**src/rtl/serial_magnitude_comparator.sv**
```systemverilog
// Bit-serial magnitude comparator for two unsigned WIDTH-bit operands.
// One bit pair is accepted per valid cycle in SHIFT. After WIDTH pairs the
// block registers a one-hot gt/eq/lt verdict and pulses done for one cycle.
//
// Handshake: there is no ready. A bit pair is consumed on every rising edge
// where the block is in SHIFT and bit_valid = 1. bit_valid, a_bit and b_bit
// are ignored in IDLE and DONE. start is sampled only in IDLE.
//
// The state register is exported on dbg_state so checkers can bind to it.

module serial_magnitude_comparator #(
  parameter int WIDTH     = 8,
  parameter bit MSB_FIRST = 1'b0
) (
  input  logic                       clk,
  input  logic                       rst_n,
  input  logic                       start,
  input  logic                       bit_valid,
  input  logic                       a_bit,
  input  logic                       b_bit,
  output logic                       busy,
  output logic                       done,
  output logic                       gt,
  output logic                       eq,
  output logic                       lt,
  output logic [$clog2(WIDTH):0]     bit_count,
  output logic [1:0]                 dbg_state
);

  localparam int CW = $clog2(WIDTH) + 1;

  // Count value held while the last bit pair is being accepted, and the
  // saturation ceiling of the counter.
  localparam logic [CW-1:0] LAST_IDX = CW'(WIDTH - 1);
  localparam logic [CW-1:0] FULL_CNT = CW'(WIDTH);

  typedef enum logic [1:0] {
    S_IDLE  = 2'd0,
    S_SHIFT = 2'd1,
    S_DONE  = 2'd2
  } state_e;

  state_e          state_q, state_d;
  logic [CW-1:0]   bit_count_q, bit_count_d;
  logic            run_gt_q, run_gt_d;
  logic            run_lt_q, run_lt_d;
  logic            busy_q, busy_d;
  logic            done_q, done_d;
  logic            gt_q, gt_d;
  logic            eq_q, eq_d;
  logic            lt_q, lt_d;

  // Qualifiers shared by the next-state and datapath logic. Everything that
  // looks at a_bit/b_bit is gated by accept, so undriven bits during stall
  // cycles never reach state.
  logic start_cmp;
  logic accept;
  logic last_bit;
  logic flags_locked;

  assign start_cmp    = (state_q == S_IDLE) && start;
  assign accept       = (state_q == S_SHIFT) && bit_valid;
  assign last_bit     = accept && (bit_count_q == LAST_IDX);
  // In MSB-first order the first differing pair decides everything, so the
  // flags freeze once either is set. LSB-first never freezes: a later pair
  // is more significant and must override.
  assign flags_locked = MSB_FIRST && (run_gt_q || run_lt_q);

  // Next-state logic for the IDLE -> SHIFT -> DONE -> IDLE sequence.
  always_comb begin
    state_d = state_q;
    case (state_q)
      S_IDLE: begin
        if (start) begin
          state_d = S_SHIFT;
        end
      end
      S_SHIFT: begin
        if (last_bit) begin
          state_d = S_DONE;
        end
      end
      S_DONE: begin
        state_d = S_IDLE;
      end
      default: begin
        state_d = S_IDLE;
      end
    endcase
  end

  // Bit counter and running comparison flags.
  always_comb begin
    bit_count_d = bit_count_q;
    run_gt_d    = run_gt_q;
    run_lt_d    = run_lt_q;
    if (start_cmp) begin
      bit_count_d = '0;
      run_gt_d    = 1'b0;
      run_lt_d    = 1'b0;
    end else if (accept) begin
      if (bit_count_q != FULL_CNT) begin
        bit_count_d = bit_count_q + CW'(1);
      end
      if ((a_bit != b_bit) && !flags_locked) begin
        run_gt_d = a_bit;
        run_lt_d = b_bit;
      end
    end
  end

  // Registered outputs, computed from the state being entered so that busy
  // and done line up with the state register.
  always_comb begin
    busy_d = (state_d != S_IDLE);
    done_d = (state_d == S_DONE);
    gt_d   = gt_q;
    eq_d   = eq_q;
    lt_d   = lt_q;
    if (start_cmp) begin
      gt_d = 1'b0;
      eq_d = 1'b0;
      lt_d = 1'b0;
    end else if (last_bit) begin
      // The final pair is folded in through the _d flags so the verdict
      // includes it.
      gt_d = run_gt_d;
      lt_d = run_lt_d;
      eq_d = ~(run_gt_d | run_lt_d);
    end
  end

  // State register and datapath flops.
  always_ff @(posedge clk or negedge rst_n) begin
    if (!rst_n) begin
      state_q     <= S_IDLE;
      bit_count_q <= '0;
      run_gt_q    <= 1'b0;
      run_lt_q    <= 1'b0;
    end else begin
      state_q     <= state_d;
      bit_count_q <= bit_count_d;
      run_gt_q    <= run_gt_d;
      run_lt_q    <= run_lt_d;
    end
  end

  // Output flops.
  always_ff @(posedge clk or negedge rst_n) begin
    if (!rst_n) begin
      busy_q <= 1'b0;
      done_q <= 1'b0;
      gt_q   <= 1'b0;
      eq_q   <= 1'b0;
      lt_q   <= 1'b0;
    end else begin
      busy_q <= busy_d;
      done_q <= done_d;
      gt_q   <= gt_d;
      eq_q   <= eq_d;
      lt_q   <= lt_d;
    end
  end

  assign busy      = busy_q;
  assign done      = done_q;
  assign gt        = gt_q;
  assign eq        = eq_q;
  assign lt        = lt_q;
  assign bit_count = bit_count_q;
  assign dbg_state = state_q;

endmodule
```
**config.mk**
```make
export PLATFORM = sky130hd
export DESIGN_NAME = serial_magnitude_comparator
export DESIGN_NICKNAME = d
export VERILOG_FILES = /design/src/rtl/serial_magnitude_comparator.sv
export SDC_FILE = /design/constraint.sdc
export NUM_CORES = 1
export LEC_CHECK = 0
export CORE_MARGIN = 1.5
export CORE_UTILIZATION = 42
export CTS_CLUSTER_SIZE = 10
export DETAILED_ROUTE_END_ITERATION = 6
export PLACE_DENSITY = 0.82
export SYNTH_ARGS = -nofsm -noshare
export SYNTH_HDL_FRONTEND = slang
export SYNTH_SLANG_ARGS = --single-unit
```
**constraint.sdc**
```tcl
create_clock -name clk -period 1.4 [get_ports clk]
set_input_delay 0.35 -clock clk [delete_from_list [all_inputs] [get_ports clk]]
set_output_delay 0.35 -clock clk [all_outputs]
set_load 0.02 [all_outputs]
```
# == Yosys cells after proc, flatten, opt, wreduce, memory -nomap -nowiden ==
# Cells that the tools add are included.
# op_classes
n_eq_ne,5
n_bitwise,2
addsub,1
n_reduce_logical,9
n_mux,18
# ops
operator,n
two-way mux 1 bit,12
two-way mux 4 bit,3
nonzero test 2 bit,4
"adder 4 x 1 -> 4 bit, second input constant",1
"== test 4 x 3 -> 1 bit, second input constant",1
two-way mux 2 bit,2
"!= test 4 bit, second input constant",1
one-hot mux 2 bit (2 select lines),1
logical AND 1 bit,3
"== test 2 x 1 -> 1 bit, second input constant",1
"== test 2 bit, second input constant",1
logical NOT 2 bit,1
AND reduction 2 bit,1
!= test 1 bit,1
NOT 1 bit,1
bitwise OR 1 bit,1
# word_totals
out_inout_bits,11
in_bits,6
word_cells,44
reg_bits,13

# == Depth between registers and ports, before layout ==
# logic_depth
ltp_word,8
ltp_mapped,5
mapped_depth_nobuf,5

# == Worst setup path before layout ==
# Ideal clock, no wire load.
# synth_timing
kind,register to register
start,reg bit_count_q[0] (netlist: bit_count[0])
end,reg gt_q (netlist: gt)
n_path_buf,1
path_slack_ns,-0.094
t_required_ns,1.280
setup_time_ns,0.120
t_arrival_ns,1.373
stages_incl_launch_ff,6
path_cell_list,dfrtp_1 -> ha_1 -> and3b_1 -> and2_1 -> buf_6 -> o211a_1
# synth_between
elab_chain_len,3
# synth_lines
item,line_no,rtl
start: declaration,44,"logic [CW-1:0] bit_count_q, bit_count_d;"
start signal: assignment,142,bit_count_q <= bit_count_d;
== test 4 x 3 -> 1 bit,63,assign last_bit = accept && (bit_count_q == LAST_IDX);
logical AND 1 bit,63,
nonzero test 2 bit (no source line),--,
end signal: assignment,159,gt_q <= gt_d;
end: declaration,49,"logic gt_q, gt_d;"
# Every way passes these cells.
# A chain may end at the register's enable or synchronous reset.

# == Worst setup path after layout ==
# layout_timing
start,reg bit_count_q[0] (netlist: bit_count[0])
end,out bit_count[0]
# layout_lines
item,line_no,rtl
end: declaration,26,"output logic [$clog2(WIDTH):0] bit_count,"
# No word-level cell between the ends.

==> summary.md <==
| Metric | Value |
|---|---|
| Status | finished, final reports clean |
| Min Tclk post-route | between 1 and 1.5 ns |
| Global-route wire length before repair | 2500 um |
| Area after DPL | 927 um^2 |
| Syn Area/Cell | 10.4 um^2 |
| Lkg Pwr | 0.000453 uW |
| Met1 WL | about 670 um |
| Total Nets Final | 103 |
| Fillcell total | 140 |
| Total track usage | roughly a fifth |
| Via count | 599 |
| Drt wl/cell | 13.4 um |
| Delay-heaviest family, CP | flip-flops |
| MaxCap Viol Count | 0 |
| Critical Path Fanout Max | 5 |
| Fmax | 731 MHz |
| Xor and xnor area share after synthesis | 1.30% |
| CP Capture Type | output pin |
| Yosys warns | 0 |
| Highest Signal Layer | met4 |
| Worst-Skew Late Latency | 0.28 ns |
| Die area | roughly 1900 um^2 |
| Placement row count | 14 |
| IO Pins | 17 |
| Met2 wire length | roughly 690 um |
| WL met3 | 87 um |
| Max Slew Vio Count | 0 |
| Grt total ovfl | 0 |
| Share of post-route cells with drive strength above 1 | between 20% and 30% |
| Syn_nets | 73 |
| Buffers added on ports | 16 |
| TritonCTS clock tree | done |
| Routed Antenna Nets | 0 |
| Antenna Cells | 0 |
| Final Hold Violating Endpoints | 0 |
| Vias in the first global route | 571 |
| Total negative slack | 0 ns |
| Sequential share of the synthesized area | 48.2% |
| Worst setup path startpoint | bit_count[0] |
| Maximum vdd ir drop | 0.000998 V |
| Clk_skew | 0.00443 ns |
| #FFs+latches synth | 13 |
| Worst-Margin Slew | 0.296 ns |
| Clock Root Buffer | clkbuf_4 |
| Vias per cell | 5.45 |
| CTS sink count | 13 |
| Critical-path top delay cell | dfrtp_2 |
| R2r startpoint | dbg_state[0] |
| Rel. slew slack | roughly 80% |
| Hpwl dp | approximately 1100 um |
| Setup-failing EPs final | 0 |
| Post-route DRC violation count | 0 |
| Initial Util | 44.8% |
| Die Height | 43.1 um |
| Iter 0 DRT Violations | 11 |
| Worst Setup Start Kind | flop |
| Die W | 43.1 um |
| Clk buf depth | 2 |
| Complex-gate fraction of the synthesized area | 16.0% |
| Placeable core area | 1510 um^2 |
| Crit-path cells | clkdlybuf4s15_1 |
| Largest family of logic cells by synthesized area | simple AND/OR/NAND/NOR gates |
| Pin count of the biggest net entering global routing | 14 |
| Post-CTS setup buffer count | 0 |
| Critical Path RT | 1.05 ns |
| Num CTS Buffers | 3 |
| Period utilisation layout | 97.8% |
| H-tree depth | 1 |
| Mapped cell area | 674 um^2 |
| Ys flop type | dfrtp_1 |
| Buf/Inv on CP | 1 |
| RSZ-0062 raised after global routing | no |
| Adder-cell area share of the yosys netlist | 5.19% |
| 1st-pass router iterations | 4 |
| Drt total wl | roughly 1500 um |
| GPL Wtd Cong | between 0.8 and 0.9 |
| Simple-gate share of the synthesized area | 21.7% |
| Clock transition at path regs | ~0.080 ns |
| EDFF count, synth | 0 |
| P per Cell Area | 1830 nW/um^2 |
| Kind of critical path | reg -> out |
| Synth cell types | 27 |
| Antenna violations before repair | 0 |
| HP Class | in -> async |
| Syn-to-layout area delta | 39.3% |
| FFs w/ async S/R, synth | 100% |
| Final instance area | 940 um^2 |
| Max incr delay on CP | 0.44 ns |
| Post-synthesis mux area share | 1.48% |
| Post-Syn Instances | 65 |
| Crit path DAT | 1.02 ns |
| CTS Hold Bufs | 0 |
final cells by class:
class / instances / area [um^2] / area share [%]
timing repair buffer: 28 / 236 / 25.2
tap: 16 / 20.0 / 2.13
multi-input combinational: 45 / 314 / 33.4
inverter: 4 / 15.0 / 1.60
clock buffer: 4 / 26.3 / 2.80
sequential: 13 / 328 / 34.9
synthesized netlist by cell type (2+ instances only):
cell type / number / area share (%)
nand2_1: 4 / 2.2
nand3b_1: 2 / 2.2
a21oi_1: 6 / 4.5
buf_6: 2 / 3.3
o21ai_0: 4 / 3.0
ha_1: 2 / 3.7
nor2_1: 3 / 1.7
o32ai_1: 2 / 2.6
inv_1: 4 / 2.2
dfrtp_1: 13 / 48
and3b_1: 3 / 3.9
nand3_1: 5 / 3.7
power breakdown:
part	switching (uW)	total, uW	internal, uW
logic	462	870	407
clock network	121	232	111
registers	102	620	518
cells by family after synthesis:
logic type                 Yosys count
and+or+nand+nor                     24
adders and majority gates            3
muxes                                1
AOI/OAI and AO/OA                   16
buffers and inverters                7
DFF                                 13
xor gates and xnor gates             1
per-layer routing:
metal | vias to the layer above | GRT usage [%]
li1 | 294 | -
met1 | 280 | 23.5
met2 | 21 | 28.5
met3 | 4 | 7.66
met4 | 0 | 7.88
met5 | - | 0
layout by cell type, fill, tap and decap left out, types with 2 or more instances in the layout:
master            n
buf_4            12
dfrtp_1          11
dlygate4sd2_1     7
a21oi_1           6
nand3_1           5
clkdlybuf4s50_1   5
inv_1             4
nand2_1           4
o21ai_0           4
nor2_1            3
clkbuf_4          3
clkdlybuf4s15_1   3
and3b_1           2
o32ai_1           2
nand3b_1          2
dfrtp_2           2
metrics by stage:
step	std cells	utilization, %	hold slack (ns)	total power, uW	worst slack, ns
6_report	110	62.4	0.368	1720	0.0313
5_1_grt	110	62.4	0.381	1840	0.000297
4_1_cts	110	62.5	0.371	1730	0.00322
3_5_place_dp	106	61.5	0.478	1570	-0.244
3_3_place_gp	106	61.5	0.487	1530	-0.228
2_1_floorplan	65	-	0.0544	1130	-0.0245
what timing repair did:
item | 4_1_cts | 5_1_grt
setup endpoints to repair | 11 | 4
gates resized for setup | 12 | 4
pin swaps | 0 | 1
flip-flops by register name, summed over array words and instances, names as in the netlist:
name       flops
gt             1
dbg_state      2
busy           1
run_lt_q       1
done           1
run_gt_q       1
eq             1
bit_count      4
lt             1
path summary, 6_finish.rpt:
path                       depth (start not counted)           end  slack, ns
setup / recovery                                   1  bit_count[0]       0.03
hold / removal                                     2          done       0.37
setup reg to reg                                   4      run_gt_q       0.04
hold reg to reg                                    1            eq       0.49
max in group asynchronous                          2  bit_count[1]       0.86
min in group clk                                   1            eq       0.49
No activity file was read; power rests on OpenSTA's default activity.
==> variant 1: new RTL, config.mk and constraints unchanged <==
Put one more register stage on the output `bit_count`, with the module's reset. The value now appears one clock later. The other outputs are not delayed to match.
--- a/src/rtl/serial_magnitude_comparator.sv
+++ b/src/rtl/serial_magnitude_comparator.sv
@@ -167,7 +167,13 @@
   assign gt        = gt_q;
   assign eq        = eq_q;
   assign lt        = lt_q;
-  assign bit_count = bit_count_q;
+  always_ff @(posedge clk or negedge rst_n) begin
+    if (!rst_n) begin
+      bit_count <= '0;
+    end else begin
+      bit_count <= bit_count_q;
+    end
+  end
   assign dbg_state = state_q;
 
 endmodule
Function: changed (Yosys sat finds a counterexample within 4 cycles, from zero or initial values and one cycle with rst_n low).
==> variant 1 against the unedited design <==
- die area is 14% higher
- non-clock buffer count stayed put
- sequential cell count rose by 4
- final cell count increased by 12%
- worst setup slack better by 0.0021 ns
- highest routed layer unchanged
- routed wire length is 21% higher
- core utilization decreased by 1.5 points
- global-route usage down 0.051 points
- area after synthesis is 15% higher
- cell area is 12% higher
- clock power up 12%
- power grew 13%
==> variant 1: results (changes against the unedited design) <==
----------------------------------------------------
[Route]
  Total length of routed met3 wires ... 102 um (+17%)
  Total number of vias ... 661 (+10%)

[Worst setup path]
  Launch instance of the worst register-to-register path ... bit_count_q[0]$_DFFE_PN0P_
  Crit path to ... run_gt_q$_DFF_PN0_
  Worst r2r dst ... lt$_DFFE_PN0P_
  Path depth of the worst reg2reg path ... 5 (+1)
  Critical Path Start ... bit_valid

[Global route]
  Wire length of the first global-routing pass ... 2800 um (+12%)
  Met2 Track Usage GR ... 31.4% (+2.9 points)
  Met1 usage in global routing ... 22.1% (-1.4 points)
  Largest net degree at the start of global routing ... 18 (+4)

[Place]
  HPWL reported at the end of detailed placement ... 1250 um (+11%)

[Cells and area]
  NonClk Buf Share ... 22.0% (-3.1 points)
  Number of clock buffers in the layout ... 3 (-1)
  Fraction of area in clock buffers and inverters ... 2.62% (-0.18 points)
  Layout filler cell count ... 142 (+1.4%)
  Register area ... 427 sq um (+30%)
  Share of cells above drive strength 1 ... 27.6% (-0.11 points)
  Post-layout net count ... 107 (+3.9%)

[Power]
  Leak Pwr ... 0.522 nW (+15%)
  Clock network power share ... 13.3% (-0.2 points)
  VDD IR-drop max ... 0.644 mV (-35%)
  Sequential Power Share ... 41.5% (+5.5 points)
  Cell Int Power ... 1.19 mW (+14%)

[Status]
  Run status ... completed

[Synth]
  Sequential element share of the synthesized area ... 54.9% (+6.7 points)
  Complex-gate fraction of the synthesized area ... 13.9% (-2.1 points)
  Multiplexer area fraction after synthesis ... 1.29% (-0.19 points)
  Synthesized net count ... 77 (+5.5%)
  Fraction of the mapped netlist area in adder cells ... 4.52% (-0.67 points)
  Post-synthesis xor/xnor area fraction ... 1.13% (-0.17 points)
  Main area contributors after synthesis ... dfrtp_1 55%, a21oi_1 3.9%, and3b_1 3.4%

[STA]
  Max Clock Skew ... 0.00434 ns (-0.0000836 ns)
  Transition time at the pin with the least slew margin ... 0.255 ns (-0.0412 ns)

----------------------------------------------------
-- variant 1: cell count changes in the layout (fill, tap and decap cells not counted), sizes merged --
cell	unedited run	this run
dfrtp	13	17
clkdlybuf4s50	5	4
clkinv	0	1
clkdlybuf4s15	3	0
dlymetal6s2s	0	1
dlygate4sd2	7	9
-- variant 1: metrics by stage --
step / setup WS (ns) / setup TNS, ns / utilization [%] / instances
5_1_grt: -0.0475 / -0.0739 / 60.9 / 123
4_1_cts: 0.00164 / 0 / 60.6 / 123
3_3_place_gp: -0.211 / -1.82 / 59.7 / 119
3_5_place_dp: -0.276 / -2.15 / 59.7 / 119
6_report: 0.0334 / 0 / 60.9 / 123
2_1_floorplan: 0.0120 / 0 / - / 69
-- variant 1: critical path, stage by stage --
cell	delay (ns)
clkdlybuf4s50_1	0.49
and3b_2	0.25
buf_4	0.16
a21oi_1	0.08
o32ai_1	0.23
-- variant 1: timing repair --
action | 4_1_cts | 5_1_grt
gates resized for setup | 12 | 9
setup endpoints to repair | 11 | 7
cloned | 0 | 0
==> variant 2: new RTL, same settings <==
Made on the original files. `WIDTH`: 8 -> 16.
--- a/src/rtl/serial_magnitude_comparator.sv
+++ b/src/rtl/serial_magnitude_comparator.sv
@@ -9,7 +9,7 @@
 // The state register is exported on dbg_state so checkers can bind to it.
 
 module serial_magnitude_comparator #(
-  parameter int WIDTH     = 8,
+  parameter int WIDTH     = 16,
   parameter bit MSB_FIRST = 1'b0
 ) (
   input  logic                       clk,
Ports: changed (resized bit_count); port bits go from 17 to 18. The function was not compared with the original's and may differ.
==> variant 2 against the unedited design <==
- the run now ends with setup timing left
- first-iteration DRC count is 73% higher
- sequential cell count is 1 higher
- worst setup slack worse by 0.22 ns
- maximum frequency is 14% lower
- routed wire length is 23% higher
- cell area is 18% higher
- combinational power is 20% higher
- worst hold slack worse by 0.011 ns
- power is 18% higher
- sequential power is 11% higher
- area after synthesis is 0.74% higher
- critical endpoint is now gt$_DFFE_PN0P_
- largest cell class unchanged
- highest routed layer unchanged
==> variant 2: results (changes against the unedited design) <==
----------------------------------------------------
[Cells and area]
  Share of cells above drive strength 1 ... 49.0% (+21 points)
  Post-layout net count ... 112 (+8.7%)
  Layout filler cell count ... 105 (-25%)
  Number of flip-flops in the largest register ... 5 (+1)

[Synth]
  Synth top cells by count ... 14 x dfrtp_1, 8 x inv_1, 5 x nor2_1
  Multiplexer area fraction after synthesis ... 1.47% (-0.011 points)
  Synthesized net count ... 70 (-4.1%)
  Fraction of the mapped netlist area in adder cells ... 5.52% (+0.33 points)
  Number of distinct library cell variants in the gate-level netlist after synthesis ... 25 (-7.4%)
  Complex-gate fraction of the synthesized area ... 15.3% (-0.67 points)
  Area share of the largest cell type after synthesis ... 51.6% (+3.3 points)

[Place]
  IO Port Bufs ... 17 (+1)
  Last weighted congestion value of the routability-driven placer ... 0.812 (-0.39%)

[Global route]
  Met1 usage in global routing ... 27.1% (+3.7 points)
  Met2 Track Usage GR ... 33.1% (+4.6 points)
  Largest net degree at the start of global routing ... 15 (+1)
  Met3 Resource Use GR ... 5.11% (-2.6 points)
  Vias in the first global route ... 638 (+12%)

[STA]
  Worst setup margin ... -0.187 ns (-0.218 ns)
  Max Clock Skew ... 0.000478 ns (-0.00395 ns)
  Final setup violation count ... 7 (+7)

[Worst setup path]
  Max FO, Critical Path ... 4 (-1)
  Kind of cell adding the most delay to the critical path ... simple AND/OR/NAND/NOR gates

[Status]
  Run status ... finished with violations
  Violations in the final reports ... setup timing

[Power]
  Power in combinational cells ... 1.04 mW (+20%)
  VDD IR-drop max ... 1.22 mV (+23%)
  Leak Pwr ... 0.539 nW (+19%)

[Route]
  Total length of routed met3 wires ... 82 um (-5.7%)
  Number of design-rule violations left by the first detailed-router iteration ... 19 (+8)
  Wire length the detailed router placed on met1 ... 757 um (+12%)

----------------------------------------------------
-- variant 2: cell count changes after synthesis, sizes merged, moves of 3 or more --
cell / change
nor2: +4
nand3: -5
nand4b: +3
inv: +5
o21ai: -4
a21oi: -3
-- variant 2: cell type report --
cell class	count	share of cell area [%]
Clock buffer	4	3.28
Timing Repair Buffer	37	28.2
Multi-Input combinational cell	38	31.7
Inverter	9	3.06
Sequential cell	14	31.9
Tap cell	16	1.81
-- variant 2: path summary, 6_finish.rpt --
check                                    startpoint                       end  slack, ns  depth (start not counted)
setup reg to reg           bit_count[1]$_DFFE_PN0P_            gt$_DFFE_PN0P_      -0.19                          6
setup / recovery           bit_count[1]$_DFFE_PN0P_            gt$_DFFE_PN0P_      -0.19                          6
hold reg to reg                      gt$_DFFE_PN0P_            gt$_DFFE_PN0P_       0.51                          1
min in group clk                     gt$_DFFE_PN0P_            gt$_DFFE_PN0P_       0.51                          1
max in group asynchronous                     rst_n  bit_count[1]$_DFFE_PN0P_       0.86                          2
hold / removal                                rst_n        run_gt_q$_DFF_PN0_       0.36                          2
-- variant 2: metrics by stage --
| stage | hold WS (ns) | util [%] | TNS [ns] | std cells |
|---|---|---|---|---|
| floorplan | 0.0544 | - | -0.397 | 61 |
| global placement | 0.469 | 66.2 | -2.12 | 108 |
| detailed placement | 0.494 | 66.2 | -2.49 | 108 |
| CTS | 0.360 | 70.0 | -0.636 | 113 |
| global route | 0.373 | 73.3 | -1.32 | 118 |
| finish | 0.357 | 73.3 | -0.761 | 118 |
-- variant 2: what timing repair did --
action / 4_1_cts / 5_1_grt
buffers inserted: 2 / 5
pin swaps: 1 / 0
resized for setup: 33 / 6
setup endpoints to repair: 19 / 16
hold endpoints to repair: 0 / 0
